<file path="src/rtl/mux81_arb_pkg.sv">
// Shared definitions for the mux81 round-robin arbiter: widths, FSM state type
// and the rotating-priority search used to pick the next owner.
package mux81_arb_pkg;

  localparam int N_REQ = 8;
  localparam int SEL_W = 3;

  typedef enum logic {IDLE, GRANT} arb_state_t;

  // Returns {found, index} of the first set request scanning start, start+1, ... mod 8.
  function automatic logic [SEL_W:0] rr_pick(input logic [N_REQ-1:0] req,
                                              input logic [SEL_W-1:0] start);
    logic             found;
    logic [SEL_W-1:0] idx;
    logic [SEL_W-1:0] cand;
    found = 1'b0;
    idx   = '0;
    for (int i = 0; i < N_REQ; i++) begin
      cand = start + SEL_W'(i);
      if (!found && req[cand]) begin
        found = 1'b1;
        idx   = cand;
      end
    end
    return {found, idx};
  endfunction

endpackage

</file>
<file path="src/rtl/mux81_df.sv">
// Dataflow 8:1 single-bit multiplexer; s picks which of i0..i7 reaches y.
module mux81_df
  import mux81_arb_pkg::*;
(
  input  logic             i0,
  input  logic             i1,
  input  logic             i2,
  input  logic             i3,
  input  logic             i4,
  input  logic             i5,
  input  logic             i6,
  input  logic             i7,
  input  logic [SEL_W-1:0] s,
  output logic             y
);

  assign y = s[2] ? (s[1] ? (s[0] ? i7 : i6) : (s[0] ? i5 : i4))
                  : (s[1] ? (s[0] ? i3 : i2) : (s[0] ? i1 : i0));

endmodule

</file>
<file path="src/rtl/mux81_rr_arb.sv">
// Round-robin arbiter that owns the select of a mux81_df; each grant is bounded
// to HOLD_MAX cycles so no requester can starve the others.
module mux81_rr_arb
  import mux81_arb_pkg::*;
#(
  parameter int HOLD_MAX = 4
) (
  input  logic             clk,
  input  logic             rst,
  input  logic [N_REQ-1:0] req,
  input  logic [N_REQ-1:0] din,
  output logic [N_REQ-1:0] gnt,
  output logic [SEL_W-1:0] sel,
  output logic             y_valid,
  output logic             y
);

  localparam int HOLD_W = (HOLD_MAX > 1) ? $clog2(HOLD_MAX) : 1;
  localparam logic [HOLD_W-1:0] HOLD_LAST = HOLD_W'(HOLD_MAX - 1);

  arb_state_t       state_q, state_d;
  logic [SEL_W-1:0] ptr_q, ptr_d;
  logic [HOLD_W-1:0] hold_q, hold_d;
  logic [N_REQ-1:0] gnt_q, gnt_d;
  logic [SEL_W-1:0] sel_q, sel_d;

  logic [SEL_W:0]   pick;
  logic             found;
  logic [SEL_W-1:0] win;
  logic             arbNow;
  logic             muxY;

  always_ff @(posedge clk) begin
    if (rst) begin
      state_q <= IDLE;
      ptr_q   <= '0;
      hold_q  <= '0;
      gnt_q   <= '0;
      sel_q   <= '0;
    end else begin
      state_q <= state_d;
      ptr_q   <= ptr_d;
      hold_q  <= hold_d;
      gnt_q   <= gnt_d;
      sel_q   <= sel_d;
    end
  end

  // While granted, ptr already sits at owner+1, so one search covers both states.
  assign pick  = rr_pick(req, ptr_q);
  assign found = pick[SEL_W];
  assign win   = pick[SEL_W-1:0];

  always_comb begin
    state_d = state_q;
    ptr_d   = ptr_q;
    hold_d  = hold_q;
    gnt_d   = gnt_q;
    sel_d   = sel_q;
    arbNow  = 1'b0;

    case (state_q)
      IDLE:  arbNow = 1'b1;
      GRANT: begin
        if (req[sel_q] && (hold_q != HOLD_LAST)) begin
          hold_d = hold_q + HOLD_W'(1);
        end else begin
          arbNow = 1'b1;
        end
      end
      default: arbNow = 1'b1;
    endcase

    if (arbNow) begin
      hold_d = '0;
      if (found) begin
        state_d = GRANT;
        gnt_d   = N_REQ'(1) << win;
        sel_d   = win;
        ptr_d   = win + SEL_W'(1);
      end else begin
        state_d = IDLE;
        gnt_d   = '0;
        sel_d   = '0;
      end
    end
  end

  mux81_df u_mux (
    .i0 (din[0]),
    .i1 (din[1]),
    .i2 (din[2]),
    .i3 (din[3]),
    .i4 (din[4]),
    .i5 (din[5]),
    .i6 (din[6]),
    .i7 (din[7]),
    .s  (sel_q),
    .y  (muxY)
  );

  assign gnt     = gnt_q;
  assign sel     = sel_q;
  assign y_valid = (gnt_q != '0);
  assign y       = y_valid & muxY;

endmodule

</file>
<file path="config.mk">
export PLATFORM = sky130hd
export DESIGN_NAME = mux81_rr_arb
export DESIGN_NICKNAME = d
export VERILOG_FILES = /design/src/rtl/mux81_arb_pkg.sv /design/src/rtl/mux81_df.sv /design/src/rtl/mux81_rr_arb.sv
export SDC_FILE = /design/constraint.sdc
export NUM_CORES = 1
export LEC_CHECK = 0
export CORE_MARGIN = 1
export CORE_UTILIZATION = 58
export DETAILED_ROUTE_END_ITERATION = 7
export PLACE_DENSITY = 0.86
export SYNTH_ARGS = -nofsm -noshare
export SYNTH_HDL_FRONTEND = slang
export SYNTH_SLANG_ARGS = --single-unit
</file>
<file path="constraint.sdc">
create_clock -name clk -period 7.5 [get_ports clk]
set_input_delay 1.5 -clock clk [delete_from_list [all_inputs] [get_ports clk]]
set_output_delay 1.5 -clock clk [all_outputs]
set_load 0.02 [all_outputs]
</file>
== Word-level counts from Yosys, hierarchy flattened ==
Cells that the tools add are included.

* Bits in registers: 17
* Input port bits: 18
* Output and inout bits: 13

* Bitwise logic cells: 2
* Equal/unequal tests: 1
* Shift-type cells: 1
* Reductions and logical operators: 19
* Muxes and demuxes: 46
* Add/subtract/negate cells: 9
* Order comparisons: 9

{| class="wikitable"
|+ Operator list
! operator !! number
|-
| less-than comparator 3 x 4 -> 1 bit, second input constant || 9
|-
| binary-select mux 1 bit (select 3 bit) || 9
|-
| two-way mux 3 bit || 9
|-
| two-way mux 1 bit || 26
|-
| adder 3 bit, second input constant || 4
|-
| logical AND 1 bit || 8
|-
| two-way mux 8 bit || 1
|-
| nonzero test 8 bit || 1
|-
| << shifter 1 x 3 -> 8 bit, first input constant || 1
|-
| zero test 1 bit || 7
|-
| adder 3 x 1 -> 3 bit, second input constant || 2
|-
| adder 3 x 2 -> 3 bit, second input constant || 2
|-
| AND reduction 2 bit || 2
|-
| adder 2 x 1 -> 2 bit, second input constant || 1
|-
| != test 2 bit, second input constant || 1
|-
| one-hot mux 1 bit (2 select lines) || 1
|-
| OR reduction 2 bit || 1
|-
| AND 1 bit || 1
|-
| NOT 1 bit || 1
|}

== Longest topological paths before layout ==
* Word-level depth: 26
* Depth in mapped cells: 16
* Mapped depth without buffers: 12

== By module ==
From an unflattened synthesis, not the netlist that was laid out.

* Cells, all modules: 212
* Area, all modules: 2157.1 sq um

{| class="wikitable"
|+ Modules (own cells, without submodules)
! module !! cells each !! area each (sq um) !! times used
|-
| mux81_rr_arb || 209 || 2093.3 || 1
|-
| mux81_df || 3 || 63.8 || 1
|}

== Worst setup path after synthesis ==
No wires, ideal clock.

* Path type: input port to flip-flop
* Start: in req[1]
* End: reg ptr_q[1]
* Stages on the path: 9
* Setup slack: 3618 ps
* Path buffers: 0
* Arrival: 3812 ps
* Cell sequence: mux4_2 mux2_2 or4_1 a21oi_1 o31ai_1 o21a_1 ha_1 or2_2 a21oi_1

* Word-level cells in the longest chain between the ends: 25
* Elaborated cells between the ends (all ways): 53
* Those cells by class: 1 x add/sub; 36 x mux; 16 x reduce/logical

{| class="wikitable"
|+ RTL lines
! item !! RTL line !! RTL
|-
| from (decl) || mux81_rr_arb.sv:10 || <nowiki>input logic [N_REQ-1:0] req,</nowiki>
|-
| binary-select mux 1 bit (select 3 bit) || mux81_arb_pkg.sv:20 || <nowiki>if (!found && req[cand]) begin</nowiki>
|-
| two-way mux 1 bit (implied by the code) || mux81_arb_pkg.sv:20 ||
|-
| two-way mux 1 bit || mux81_arb_pkg.sv:20 ||
|-
| zero test 1 bit || mux81_arb_pkg.sv:20 ||
|-
| logical AND 1 bit || mux81_arb_pkg.sv:20 ||
|-
| two-way mux 1 bit || mux81_arb_pkg.sv:20 ||
|-
| zero test 1 bit || mux81_arb_pkg.sv:20 ||
|-
| logical AND 1 bit || mux81_arb_pkg.sv:20 ||
|-
| [... 9 more ...] || n/a ||
|-
| two-way mux 1 bit || mux81_arb_pkg.sv:20 ||
|-
| zero test 1 bit || mux81_arb_pkg.sv:20 ||
|-
| logical AND 1 bit || mux81_arb_pkg.sv:20 ||
|-
| two-way mux 1 bit || mux81_arb_pkg.sv:20 ||
|-
| zero test 1 bit || mux81_arb_pkg.sv:20 ||
|-
| logical AND 1 bit || mux81_arb_pkg.sv:20 ||
|-
| two-way mux 3 bit / two-way mux 1 bit (equally long branches) || mux81_arb_pkg.sv:20 ||
|-
| adder 3 x 1 -> 3 bit / AND reduction 2 bit (equally long branches) || n/a ||
|-
| to (signal assigned) || mux81_rr_arb.sv:42 || <nowiki>ptr_q <= ptr_d;</nowiki>
|-
| to (decl) || mux81_rr_arb.sv:22 || <nowiki>logic [SEL_W-1:0] ptr_q, ptr_d;</nowiki>
|}

Parallel ways exist; a longest one is shown, timed or not. The select of a mux whose other input is x is not followed.
A chain may end at the register's enable or synchronous reset.

== Worst setup path after layout ==
* Start: in din[7]
* End: out y

* Word-level cells in the longest chain between the ends: 4

{| class="wikitable"
|+ RTL lines
! item !! RTL line !! RTL
|-
| from (decl) || mux81_rr_arb.sv:11 || <nowiki>input logic [N_REQ-1:0] din,</nowiki>
|-
| two-way mux 1 bit (3 in a row) || mux81_df.sv:17 || <nowiki>assign y = s[2] ? (s[1] ? (s[0] ? i7 : i6) : (s[0] ? i5 : i4))</nowiki>
|-
| AND 1 bit || mux81_rr_arb.sv:105 || <nowiki>assign y = y_valid & muxY;</nowiki>
|-
| to (decl) || mux81_rr_arb.sv:15 || <nowiki>output logic y</nowiki>
|}

No other way between the ends.

==> reports/metrics.yaml <==
die:
  die_h_microns: 58.4
  start_util_pct: 61.0
  die_w_microns: 58.4
  row_count: 20
  core_sq_um: 3030
  die-area_sq_um: 3410
  io_pins: 31
routing:
  ant_nets: 0
  drtIter0Drc: 101
  route.detailed.drc: 0
  wirelength_microns: 4610
  drt_first_pass_iters: 4
  avgViaCountPerCell: 6.62
  wl_per_cell_microns: 18.5
  vias: 1649
clocking:
  cts_buffers: 3
  clkLatencyLatePin_ns: 0.29
  cts_tree: "done"
  cts_resized: 0
  cts_max_level: 1
  cts_root_buffer: "clkbuf_4"
  post-cts-setup-buffer-count: 0
  clk_pin_slew_worst_paths_ns: 0.10
  clock_path_buffers: 2
  cts.sinks: 17
  holdBufCountCts: 0
timing:
  setup_violations: 0
  tightestPinTransition_ns: 0.717
  max_freq_ghz: 0.214
  tns_ns: 0
  holdWs_ns: 0.452
  hold_violations: 0
  clock_skew_ns: 0.000952
  slew-limit-headroom_pct: 52.1
  finalCritPeriodShare_pct: 62.2
  period_needed_ns: 4.67
  slew_viol_final: 0
  rsz0062_at_grt: "no"
power_and_ir_drop:
  power_density_nw_per_um2: 439
  ir_drop_mv: 0.239
  leakagePower_uw: 0.000744
placement:
  dpl.hpwl_microns: 3560
  io_buffers: 30
  gp_congestion: 0.914
min_path:
  min_path_type: "flip-flop to flip-flop"
  hp-start: "hold_q[0]"
  whs_path_depth: 1
  hold_end: "hold_q[0]"
job:
  timing.max_cap.violations: 0
setup_path:
  r2r_slack_ns: 3.03
  worstSetupStartpointType: "primary input"
  worstSetupStartpoint: "din[7]"
  r2r-end: "ptr_q[2]"
  end_kind: "primary output"
  cp.arrival_ns: 3.17
  required_ns: 6.00
  reg2reg_from: "ptr_q[0]"
  worstSetupPathType: "primary input to primary output"
  reg2regPathDepth: 12
  path_max_fanout: 1
global_routing:
  grt_pass1_vias: 1546
  grt_pass1_wl_microns: 7330
  grt_usage_pct: 28.0
  overflow: 0
  antenna_found_initial: 0
  grt_max_degree: 17
yosys:
  synth_ff_type: "dfxtp_1"
  synth-compound-area-share_pct: 22.8
  synthXorXnorAreaFrac_pct: 1.42
  syn_inst: 182
  synthArstFlopShare_pct: 0
  yosysWarnings: 0
  syn_nets: 208
  synth_cell_types: 57
  synth_edf_count: 0
  synth_top_family_by_area: "multiplexers"
  synth_seq_area_share_pct: 18.4
  synth_area_per_cell_sq_um: 10.1
  synth.cell_area_sq_um: 1850
  synth-simple-area-share_pct: 16.7
  synthAdderAreaFrac_pct: 5.42
  ys_ff_latch: 17
  synth_mux_area_share_pct: 29.9
cells_and_area:
  antenna_cells: 0
  fill_cells: 229
  drive_above_1_share_pct: 19.0
  area_growth_pct: 16.5
  final_nets: 232
outcome:
  outcome: "finished, final reports clean"
worst max-delay path, stage by stage:
cell and delay [ns]:
clkdlybuf4s50_1 0.40, mux4_2 0.48, mux2i_1 0.17, a21oi_1 0.06, clkdlybuf4s50_1 0.56
power breakdown:
group | internal, uW | switching (uW) | total [uW] | leakage, uW
Combinational | 325 | 405 | 730 | 0.000590
Sequential | 116 | 47.9 | 164 | 0.000139
Clock | 20.7 | 30.0 | 50.7 | 0.0000150
metal layers:
| layer | track usage [%] | wire length, microns | up-vias |
|---|---|---|---|
| li1 | - | - | 772 |
| met1 | 39.0 | 2000 | 793 |
| met2 | 45.6 | 2220 | 75 |
| met3 | 6.37 | 331 | 9 |
| met4 | 4.42 | 60 | 0 |
| met5 | 0 | 0 | - |
kinds of logic after synthesis:
family,count (synthesis)
AND/OR/NAND/NOR,54
XOR/XNOR,3
AO/OA/AOI/OAI,51
flip-flops,17
adder cells (fa/ha/maj),8
multiplexers,32
buffers and inverters,17
sequential cells by signal, summed over array words and instances, names as in the netlist:
name     cells
gnt          8
ptr_q        3
sel          3
hold_q       2
state_q      1
placed cells by master (no fill, tap or decap), types with 3 or more instances in the layout:
| master | count |
|---|---|
| clkdlybuf4s50_1 | 30 |
| dfxtp_1 | 17 |
| nand2_1 | 16 |
| mux4_2 | 15 |
| nor2_1 | 9 |
| a21oi_1 | 8 |
| o31ai_1 | 8 |
| ha_1 | 8 |
| mux2i_1 | 7 |
| inv_1 | 6 |
| mux2_2 | 5 |
| o21a_1 | 4 |
| nand3_1 | 4 |
| xor2_1 | 3 |
| a22oi_1 | 3 |
| and2_1 | 3 |
| o21ai_0 | 3 |
| a22o_1 | 3 |
| a32oi_1 | 3 |
| clkbuf_4 | 3 |
cell usage after synthesis, drive strengths merged, types with 2 or more instances:
library cell  instances  area (sq um)
a21oi                 8          40.0
a22o                  3          26.3
a22oi                 3          22.5
a311oi                2          17.5
a31oi                 4          52.6
a32oi                 3          26.3
and2                  4          25.0
and3                  3          23.8
buf                   7          61.3
clkbuf                4          15.0
dfxtp                17           340
ha                    8           100
inv                   6          22.5
mux2                  6          67.6
mux2i                10           120
mux4                 16           364
nand2                17          66.3
nand2b                2          12.5
nand3                 4          20.0
nor2                  9          33.8
nor3                  3          25.0
nor4                  2          12.5
o2111ai               2          17.5
o211ai                2          15.0
o21a                  4          30.0
o21ai                 4          20.0
o31ai                 9          72.6
or2                   3          18.8
or4                   2          15.0
xor2                  3          26.3
final cells by class:
class                           instances  area [sq um]  area share [%]
Timing Repair Buffer                   30           300            14.0
Multi-Input combinational cell        148          1410            65.4
Sequential cell                        17           340            15.8
Clock buffer                            4          26.3            1.22
Inverter                                6          22.5            1.05
Tap cell                               44          55.1            2.56
through the flow:
| stage | setup WS [ns] | cells | power [uW] | instance area, sq um | util (%) |
|---|---|---|---|---|---|
| 3_5_place_dp | 2.83 | 245 | 882 | 2120 | 70.2 |
| 2_1_floorplan | 3.62 | 182 | 728 | 1850 | - |
| 4_1_cts | 2.82 | 249 | 936 | 2150 | 71.0 |
| 5_1_grt | 2.71 | 249 | 1000 | 2150 | 71.0 |
| 6_report | 2.83 | 249 | 944 | 2150 | 71.0 |
| 3_3_place_gp | 2.90 | 245 | 859 | 2120 | 70.2 |
worst max-delay path by stage:
stage                to  slack [ns]  cells after the start
5_1_grt        ptr_q[2]        2.71                     12
4_1_cts               y        2.82                      5
3_5_place_dp     gnt[6]        2.83                     10
3_3_place_gp          y        2.90                      5
2_1_floorplan  ptr_q[1]        3.62                      9
6_report              y        2.83                      5
Power figures use the tool's default switching activity.
